File: config.mk
export PLATFORM = sky130hd
export DESIGN_NAME = dac_writer
export DESIGN_NICKNAME = d
export VERILOG_FILES = /design/src/rtl/dac_pkg.sv /design/src/rtl/serial_clk_gen.sv /design/src/rtl/dac_writer.sv
export SDC_FILE = /design/constraint.sdc
export NUM_CORES = 1
export LEC_CHECK = 0
export ABC_AREA = 1
export ABC_CLOCK_PERIOD_IN_PS = 2700
export CORE_MARGIN = 1
export CORE_UTILIZATION = 39
export CTS_CLUSTER_DIAMETER = 100
export CTS_CLUSTER_SIZE = 28
export DETAILED_ROUTE_END_ITERATION = 10
export PLACE_DENSITY = 0.69
export SETUP_SLACK_MARGIN = 0.3
export SLEW_MARGIN = 0
export SYNTH_ARGS = -nofsm -noshare
export SYNTH_HDL_FRONTEND = slang
export SYNTH_SLANG_ARGS = --single-unit
File: constraint.sdc
create_clock -name clk -period 2.7 [get_ports clk]
set_input_delay 0.405 -clock clk [delete_from_list [all_inputs] [get_ports clk]]
set_output_delay 0.405 -clock clk [all_outputs]
set_load 0.02 [all_outputs]
File: src/rtl/dac_pkg.sv
// Shared definitions for the serial DAC write engine: FSM encoding,
// standard command prefixes and the frame-length helper.
package dac_pkg;

    typedef enum logic [1:0] {
        ST_IDLE  = 2'd0,
        ST_SHIFT = 2'd1,
        ST_GAP   = 2'd2
    } dac_state_e;

    localparam logic [3:0] CMD_WRITE_UPDATE = 4'b0011;
    localparam logic [3:0] CMD_WRITE_ONLY   = 4'b0000;
    localparam logic [3:0] CMD_POWER_DOWN   = 4'b0100;

    function automatic int frame_bits(input int cmd_bits, input int data_width);
        return cmd_bits + data_width;
    endfunction

endpackage

File: src/rtl/serial_clk_gen.sv
// Divided serial clock with strobes that flag the clk cycle on whose closing
// edge SCLK will rise or fall; shared by the DAC and ADC serial engines.
module serial_clk_gen #(
    parameter int DIV = 4
) (
    input  logic clk,
    input  logic rst,
    input  logic clear,
    input  logic run,
    output logic sclk,
    output logic rise,
    output logic fall
);
    localparam int CW = $clog2(DIV);
    localparam logic [CW-1:0] TERM = CW'(DIV - 1);

    logic [CW-1:0] cnt;
    logic          term;

    assign term = run && (cnt == TERM);
    assign rise = term && !sclk;
    assign fall = term && sclk;

    always_ff @(posedge clk) begin
        if (rst || clear) begin
            cnt  <= '0;
            sclk <= 1'b0;
        end else if (run) begin
            if (term) begin
                cnt  <= '0;
                sclk <= !sclk;
            end else begin
                cnt <= cnt + 1'b1;
            end
        end
    end

endmodule

File: src/rtl/dac_writer.sv
// Serial DAC write engine: single-entry sample buffer feeding a
// {command, sample} shifter that drives an SPI-style DAC, MSB first.
module dac_writer
    import dac_pkg::*;
#(
    parameter int                  DATA_WIDTH = 12,
    parameter int                  CMD_BITS   = 4,
    parameter logic [CMD_BITS-1:0] CMD        = CMD_WRITE_UPDATE,
    parameter int                  SCLK_DIV   = 4,
    parameter int                  CS_GAP     = 2
) (
    input  logic                  clk,
    input  logic                  rst,
    input  logic                  enable,
    input  logic [DATA_WIDTH-1:0] sample_data,
    input  logic                  sample_valid,
    output logic                  sample_ready,
    output logic                  dac_sclk,
    output logic                  dac_cs_n,
    output logic                  dac_din,
    output logic                  busy,
    output logic                  frame_done,
    output logic                  underrun,
    output dac_state_e            dbg_state
);
    localparam int FB = frame_bits(CMD_BITS, DATA_WIDTH);
    localparam int BW = $clog2(FB + 1);
    localparam int GW = $clog2(CS_GAP + 1);
    localparam logic [BW-1:0] BITS_DONE = BW'(FB);
    localparam logic [GW-1:0] GAP_LAST  = GW'(CS_GAP - 1);

    // Handshake: a sample transfers on a cycle where sample_valid && sample_ready.
    dac_state_e            state, state_next;
    logic [DATA_WIDTH-1:0] buf_data;
    logic                  buf_full, buf_full_next;
    logic                  ready_q;
    logic [FB-1:0]         shreg;
    logic                  din_q, cs_n_q, done_q, under_q;
    logic [BW-1:0]         bit_cnt;
    logic [GW-1:0]         gap_cnt;
    logic                  hs, launch, last_fall, gap_end;
    logic                  sclk_q, sclk_rise, sclk_fall;

    serial_clk_gen #(.DIV(SCLK_DIV)) u_clk_gen (
        .clk   (clk),
        .rst   (rst),
        .clear (!enable || launch),
        .run   (state == ST_SHIFT),
        .sclk  (sclk_q),
        .rise  (sclk_rise),
        .fall  (sclk_fall)
    );

    assign hs = sample_valid && sample_ready;

    always_comb begin
        state_next = state;
        launch     = 1'b0;
        last_fall  = 1'b0;
        gap_end    = 1'b0;
        case (state)
            ST_IDLE: begin
                if (buf_full) begin
                    launch     = 1'b1;
                    state_next = ST_SHIFT;
                end
            end
            ST_SHIFT: begin
                // The DAC has captured every bit once the rise count reaches FB.
                if (sclk_fall && bit_cnt == BITS_DONE) begin
                    last_fall  = 1'b1;
                    state_next = ST_GAP;
                end
            end
            ST_GAP: begin
                if (gap_cnt == GAP_LAST) begin
                    gap_end    = 1'b1;
                    state_next = ST_IDLE;
                end
            end
            default: state_next = ST_IDLE;
        endcase
        if (!enable) state_next = ST_IDLE;

        buf_full_next = buf_full;
        if (!enable)     buf_full_next = 1'b0;
        else if (hs)     buf_full_next = 1'b1;
        else if (launch) buf_full_next = 1'b0;
    end

    always_ff @(posedge clk) begin
        if (rst || !enable) begin
            state    <= ST_IDLE;
            buf_full <= 1'b0;
            ready_q  <= 1'b0;
            shreg    <= '0;
            din_q    <= 1'b0;
            cs_n_q   <= 1'b1;
            bit_cnt  <= '0;
            gap_cnt  <= '0;
            done_q   <= 1'b0;
            under_q  <= 1'b0;
        end else begin
            state    <= state_next;
            buf_full <= buf_full_next;
            ready_q  <= !buf_full_next;
            done_q   <= last_fall;
            under_q  <= gap_end && !buf_full_next;

            if (launch) begin
                shreg   <= {CMD, buf_data};
                din_q   <= CMD[CMD_BITS-1];
                cs_n_q  <= 1'b0;
                bit_cnt <= '0;
            end else if (last_fall) begin
                cs_n_q <= 1'b1;
                din_q  <= 1'b0;
            end else if (state == ST_SHIFT) begin
                if (sclk_rise) bit_cnt <= bit_cnt + 1'b1;
                if (sclk_fall) begin
                    shreg <= shreg << 1;
                    din_q <= shreg[FB-2];
                end
            end

            if (state == ST_GAP && !gap_end) gap_cnt <= gap_cnt + 1'b1;
            else                             gap_cnt <= '0;
        end
    end

    always_ff @(posedge clk) begin
        if (hs) buf_data <= sample_data;
    end

    // Dropping enable forces the pins idle in the same cycle so the DAC sees CS rise.
    assign sample_ready = ready_q && enable;
    assign dac_cs_n     = cs_n_q || !enable;
    assign dac_sclk     = sclk_q && enable;
    assign dac_din      = din_q && enable;
    assign busy         = enable && (state != ST_IDLE);
    assign frame_done   = done_q && enable;
    assign underrun     = under_q && enable;
    assign dbg_state    = state;

endmodule

Yosys cells after proc, flatten, opt, wreduce, memory -nomap -nowiden
Index checks and enable logic that the tools add are counted.

word-level totals
  register bits after elaboration = 45
  input bits = 16
  output and inout port bits = 9
  logic and storage cells = 85

operators by class
  add/sub/neg operators = 3
  eq/ne operators = 9
  multiplexer cells = 20
  bitwise gates (word level) = 3
  reduce and logical (&&, ||, !) cells = 36

operators with widths
  cell                                                  count
  2-to-1 mux 14 bit                                     4
  logical AND 1 bit                                     13
  AND reduction 3 bit                                   4
  2-to-1 mux 1 bit                                      11
  2-to-1 mux 2 bit                                      4
  inequality test 2 bit (second input constant)         4
  nonzero test 2 bit                                    4
  case mux 2 bit (3 select lines)                       1
  OR reduction 2 bit                                    3
  adder 5 x 1 -> 5 bit (second input constant)          1
  equality test 5 bit (second input constant)           1
  adder 2 x 1 -> 2 bit (second input constant)          2
  equality test 2 x 1 -> 1 bit (second input constant)  2
  equality test 2 bit (second input constant)           2
  logical NOT 1 bit                                     4
  logical OR 1 bit                                      4
  AND reduction 2 bit                                   2
  inverter 1 bit                                        3
  OR reduction 3 bit                                    1
  logical NOT 2 bit                                     1

Depth between registers and ports, before layout
Gate-level depths: netlist of run 1.

  depth after elaboration = 8
  depth in mapped cells = 8
  mapped depth without buffers = 8

Modules after synthesis
A second synthesis of run 1 with hierarchy kept.

unflattened totals
  cells, all modules = 230
  area total of the unflattened synthesis = 1996.9 um2

modules (own cells, without submodules)
  module          instances  cells an instance  area an instance (um2)  seq. area each (um2)
  dac_writer      1          206                1844.3                  960.9
  serial_clk_gen  1          24                 152.6                   60.1

Worst setup path after synthesis of run 1
Ideal clock, no wire load.

  path type = input to register
  start = input port enable
  end = register buf_data[0], enable pin
  library setup time = 0.380 ns
  arrival time = 1.000 ns
  required time = 2.320 ns
  path slack = 1.319 ns
  stages = 2
  path buffers = 0
  cells stage by stage = nand2_1 -> nor2_1

between the ends
  longest elaborated chain between the ends = 2

RTL lines
  item                  line               RTL
  start, declared       dac_writer.sv:14   input logic enable,
  logical AND 1 bit     dac_writer.sv:136  assign sample_ready = ready_q && enable;
  logical AND 1 bit     dac_writer.sv:54   assign hs = sample_valid && sample_ready;
  named net hs          dac_writer.sv:41   logic hs, launch, last_fall, gap_end;
  end signal, assigned  dac_writer.sv:132  if (hs) buf_data <= sample_data;
  end, declared         dac_writer.sv:34   logic [DATA_WIDTH-1:0] buf_data;

The timed path passes the listed nets, and every way through them passes these cells.
A chain may end at the register's enable or synchronous reset.

Final worst setup path of run 1
  start = input port enable
  end = output port dac_cs_n

between the ends
  longest elaborated chain between the ends = 2

RTL lines
  item               line               RTL
  logical NOT 1 bit  dac_writer.sv:137  assign dac_cs_n = cs_n_q || !enable;
  logical OR 1 bit   dac_writer.sv:137
  end, declared      dac_writer.sv:19   output logic dac_cs_n,

Every way passes these cells.

==> results of run 1 <==
-- sequential cells by signal, summed over array words and instances (netlist names) --
| name | flops |
|---|---|
| shreg | 15 |
| buf_data | 12 |
| bit_cnt | 5 |
| dbg_state | 2 |
| gap_cnt | 2 |
| u_clk_gen.cnt | 2 |
| buf_full | 1 |
| cs_n_q | 1 |
| din_q | 1 |
| done_q | 1 |
| ready_q | 1 |
| u_clk_gen.sclk | 1 |
| under_q | 1 |
-- worst reg2reg max path, cell delays in order (launching register included) --
cell	delay, ns
dfxtp_1	0.48
nor2_2	0.05
buf_4	0.18
nand2_4	0.25
nand2_2	0.17
inv_1	0.16
o21ai_0	0.10
a21oi_1	0.11
-- synth_stat cells (2+ instances only) --
cell type / count / area [um2]
nor3_1: 5 / 25.0
dfxtp_1: 33 / 661
inv_1: 18 / 67.6
nor2_1: 17 / 63.8
o21ai_0: 2 / 10.0
nor2_4: 2 / 22.5
a21oi_1: 21 / 105
buf_6: 3 / 33.8
nand3_1: 36 / 180
nand2_4: 3 / 33.8
edfxtp_1: 12 / 360
nand2_1: 51 / 191
inv_2: 3 / 11.3
nand3b_1: 3 / 22.5
buf_4: 2 / 15.0
nand2_2: 2 / 12.5
ha_1: 4 / 50.1
-- stage by stage --
step	hold WS, ns	total power (W)
6_report	0.435	0.00134
2_1_floorplan	0.408	0.000731
5_1_grt	0.449	0.00139
3_3_place_gp	0.423	0.000758
4_1_cts	0.438	0.00136
3_5_place_dp	0.426	0.000759
-- power by group through the flow --
stage          sequential, W  clock (W)  combinational [W]
2_1_floorplan       0.000713          0          0.0000176
3_3_place_gp        0.000714          0          0.0000447
3_5_place_dp        0.000714          0          0.0000455
4_1_cts             0.000698   0.000612          0.0000457
5_1_grt             0.000698   0.000638          0.0000500
6_report            0.000698   0.000600          0.0000451
-- worst max path at each step --
stage | from | end | cells after the start
after detailed placement | enable | dac_cs_n | 4
after global routing | enable | dac_cs_n | 4
after global placement | enable | dac_cs_n | 4
final | enable | dac_cs_n | 4
after CTS | enable | dac_cs_n | 4
after floorplan | enable | buf_data[0]$_DFFE_PP_ | 2
-- logic make-up after synthesis --
logic type      count (synthesis)  synth area share, %
fa+ha+maj                       4                 2.53
buf+inv                        28                 6.88
compound gates                 26                 7.08
xor+xnor                        1                0.442
simple gates                  126                 31.5
flops                          45                 51.5
-- area by class of cell --
class,instances,area [um2],share of cell area [%]
clock inverter,3,65.1,2.72
clock buffer,5,68.8,2.87
inverter,21,78.8,3.29
multi-input combinational,157,823,34.4
sequential,45,1020,42.6
timing repair buffer,26,255,10.7
tap,67,83.8,3.50
-- per-layer routing --
layer / vias up / GRT usage, %
met5: - / 0
met4: 0 / 5.88
met3: 6 / 4.53
met2: 32 / 23.5
met1: 690 / 18.2
li1: 807 / -
==> summary by stage, run 1 <==
Die
The die is 73.3 um wide. The area of the placeable core is 4820 um2. The floorplan step defined a die boundary enclosing 5370 um2. The number of cell rows is 25. Once the floorplan was initialized, standard cells occupied 41.1% of the core. The die is 73.3 um tall.

Pin placement for this block handled 25 I/O pins.

Place
The number of placed instances with taps included is 316. In this run the tool buffered the top-level ports with 24 buffer cells. The worst slack after detailed placement is between 0.3 and 0.4 ns. The post-placement cell area is 2260 um2.

The final weighted congestion in routability-driven placement is 0.759. Detailed placement ended at an HPWL of 2390 um.

Clock network
The H-tree depth is 2. After clock tree synthesis, the setup repair step added 0 buffers. The number of buffers created by CTS is 5. The cell sitting at the root of the clock tree is a clkbuf_8. The total of cells resized after clock tree synthesis is 0. The largest buffer count on any clock path is 2. Clock-pin slew was measured on the worst setup and hold paths at 0.08 ns. Clock tree synthesis found a total of 45 sinks. The later pin in the worst-skew pair is clocked with a latency of ~0.30 ns. The CTS tree is built.

The number of hold-repair buffers added at the cts stage is 0.

Final layout
Excluding fillers, the count of instances in the completed layout stands at 324. Leaving out fill and tap cells, the most frequent cell in the layout is nand2_1. The fraction of layout cells with a size suffix above 1 is a little over a tenth. 0 antenna diodes ended up in the layout.

In the layout the commonest cells are nand2_1 (51), nand3_1 (36), dfxtp_1 (33). After routing the design area is 2400 um2. The count of fill cells added during filler insertion is 472. The number of nets in the layout is ~280.

The fraction of the core area covered by cells at the end of the flow is 49.7%. The layout overhead on the synthesized area is 21.0%.

Power and ir drop
Per report_power, the sequential group accounts for 52.0% of the total. The combinational power share is under 10%. In this run the power density over the cells is approximately 560 nW/um2. The leakage component of the power is 0.961 nW. The clock network burns 44.7% of the power. Of the total power, the share spent switching nets is 19.0%.

The net switching power is around 0.00025 W. IR analysis of the VDD net gives a maximum drop of ~0.30 mV. The internal portion of total power is 0.00109 W.

Timing
After layout, the worst path uses a little under nine tenths of the clock period. The worst-margin pin slew is 0.419 ns. The number of hold violations in the final report is 0.

Between clock sinks in the finished design, the worst skew comes to 0.00950 ns. Across all setup checks in the final design, the least slack found is 0.387 ns. The worst slew margin relative to its limit is between 70% and 80%. Static timing analysis puts the maximum clock frequency at 0.432 GHz. The final critical path time including I/O delays and setup is between 2 and 2.5 ns. The setup TNS is 0 ns. Setup violations remaining at the end of the flow were counted as 0. The count of final max-slew check failures is 0. Setup repair after global routing left no endpoint under its margin.

Drt
Summed over all nets, wire length on met3 after detailed routing comes to 145 um. The total vias in the final route is about 1500. The final routed DRC violation total is 0. After detailed routing, the wire length on met1 is approximately 1600 um. Dividing the detail-routed wire length by the instance count gives 10.6 um. The highest metal layer carrying signal wires in the routed design is met4. Dividing the detail-routed via count by the number of cells gives 4.74.

The count of antenna-violating nets left after detailed routing is 0. After the first detailed-routing iteration, the DRC count stood at 88. The first detailed-routing pass took 7 iterations. The total detailed-routing wirelength is between 3000 and 4000 um. The total length of routed met2 wires is approximately 1700 um.

Synthesis
The unique cell type count in the Yosys netlist is 30. Sequential cells were found to cover around half of the synthesized design area. Synthesis inferred 45 register bits. Synthesis produced a netlist with a net count of 250. The netlist area before placement is 1980 um2. The average size of a mapped cell is 8.61 um2.

The async set-reset flop share out of synthesis is 0%. In this run, synthesis inferred 12 flip-flops with an integrated enable. The primary flip-flop cell chosen by synthesis mapping is dfxtp_1.

The Yosys step of the flow raised 0 warnings. The number of instances in the synthesized netlist is 230.

Setup path
The worst setup path is captured at an output port. The cell repeated most along the worst path is clkdlybuf4s50_1. The reg2reg setup slack is 1.14 ns. The count of buffering cells on the critical path with inverters included is 3. The capturing point of the worst reg2reg path is bit_cnt[0]$_SDFFE_PP0P_. The startpoint of the lowest-slack register-to-register path is dbg_state[0]$_SDFFE_PP0P_. STA puts the critical path data arrival time at 1.91 ns. Of all nets on the critical path, the largest fanout is 6.

In this design, the stage delay of the slowest critical-path cell is 0.56 ns. Data on the critical path is required at its endpoint by about 2.3 ns. Traced cell by cell, the critical path runs through clkdlybuf4s50_1 -> inv_1 -> or2_2 -> clkdlybuf4s50_1. The nature of the critical path startpoint is a primary input. By startpoint and endpoint, the worst setup path is classified as in -> out. The cell type of the slowest stage on the worst timing path is clkdlybuf4s50_1.

The family with the most delay on the worst path is buffers and inverters. The length in cells of the worst reg-to-reg path is 7.

Global route
The combined global-route utilization of all metal layers is 14.6%. The via count of the first global-routing pass was roughly 1300. The pin count of the biggest net entering global routing is 28. The first global-routing pass estimated 5890 um of wire. Summed over all layers, the global routing overflow is 0. The number of antenna violations at the first check in global routing is 0.

Job
The number of max-cap violations is 0.

Min path
The worst hold path begins at gap_cnt[0]$_SDFF_PP0_. Along the worst hold path, the cell count comes to 1. The worst min-delay path class is reg -> reg. The path with the worst hold slack has its endpoint at gap_cnt[0]$_SDFF_PP0_.

Status
The run finished with clean final reports.
Power figures use the tool's default switching activity.
==> run 2, diff against run 1 <==
GPL_ROUTABILITY_DRIVEN = 0   (was default)
==> results of run 2 <==
Final layout, timing and power as in run 1 (identical DEF).
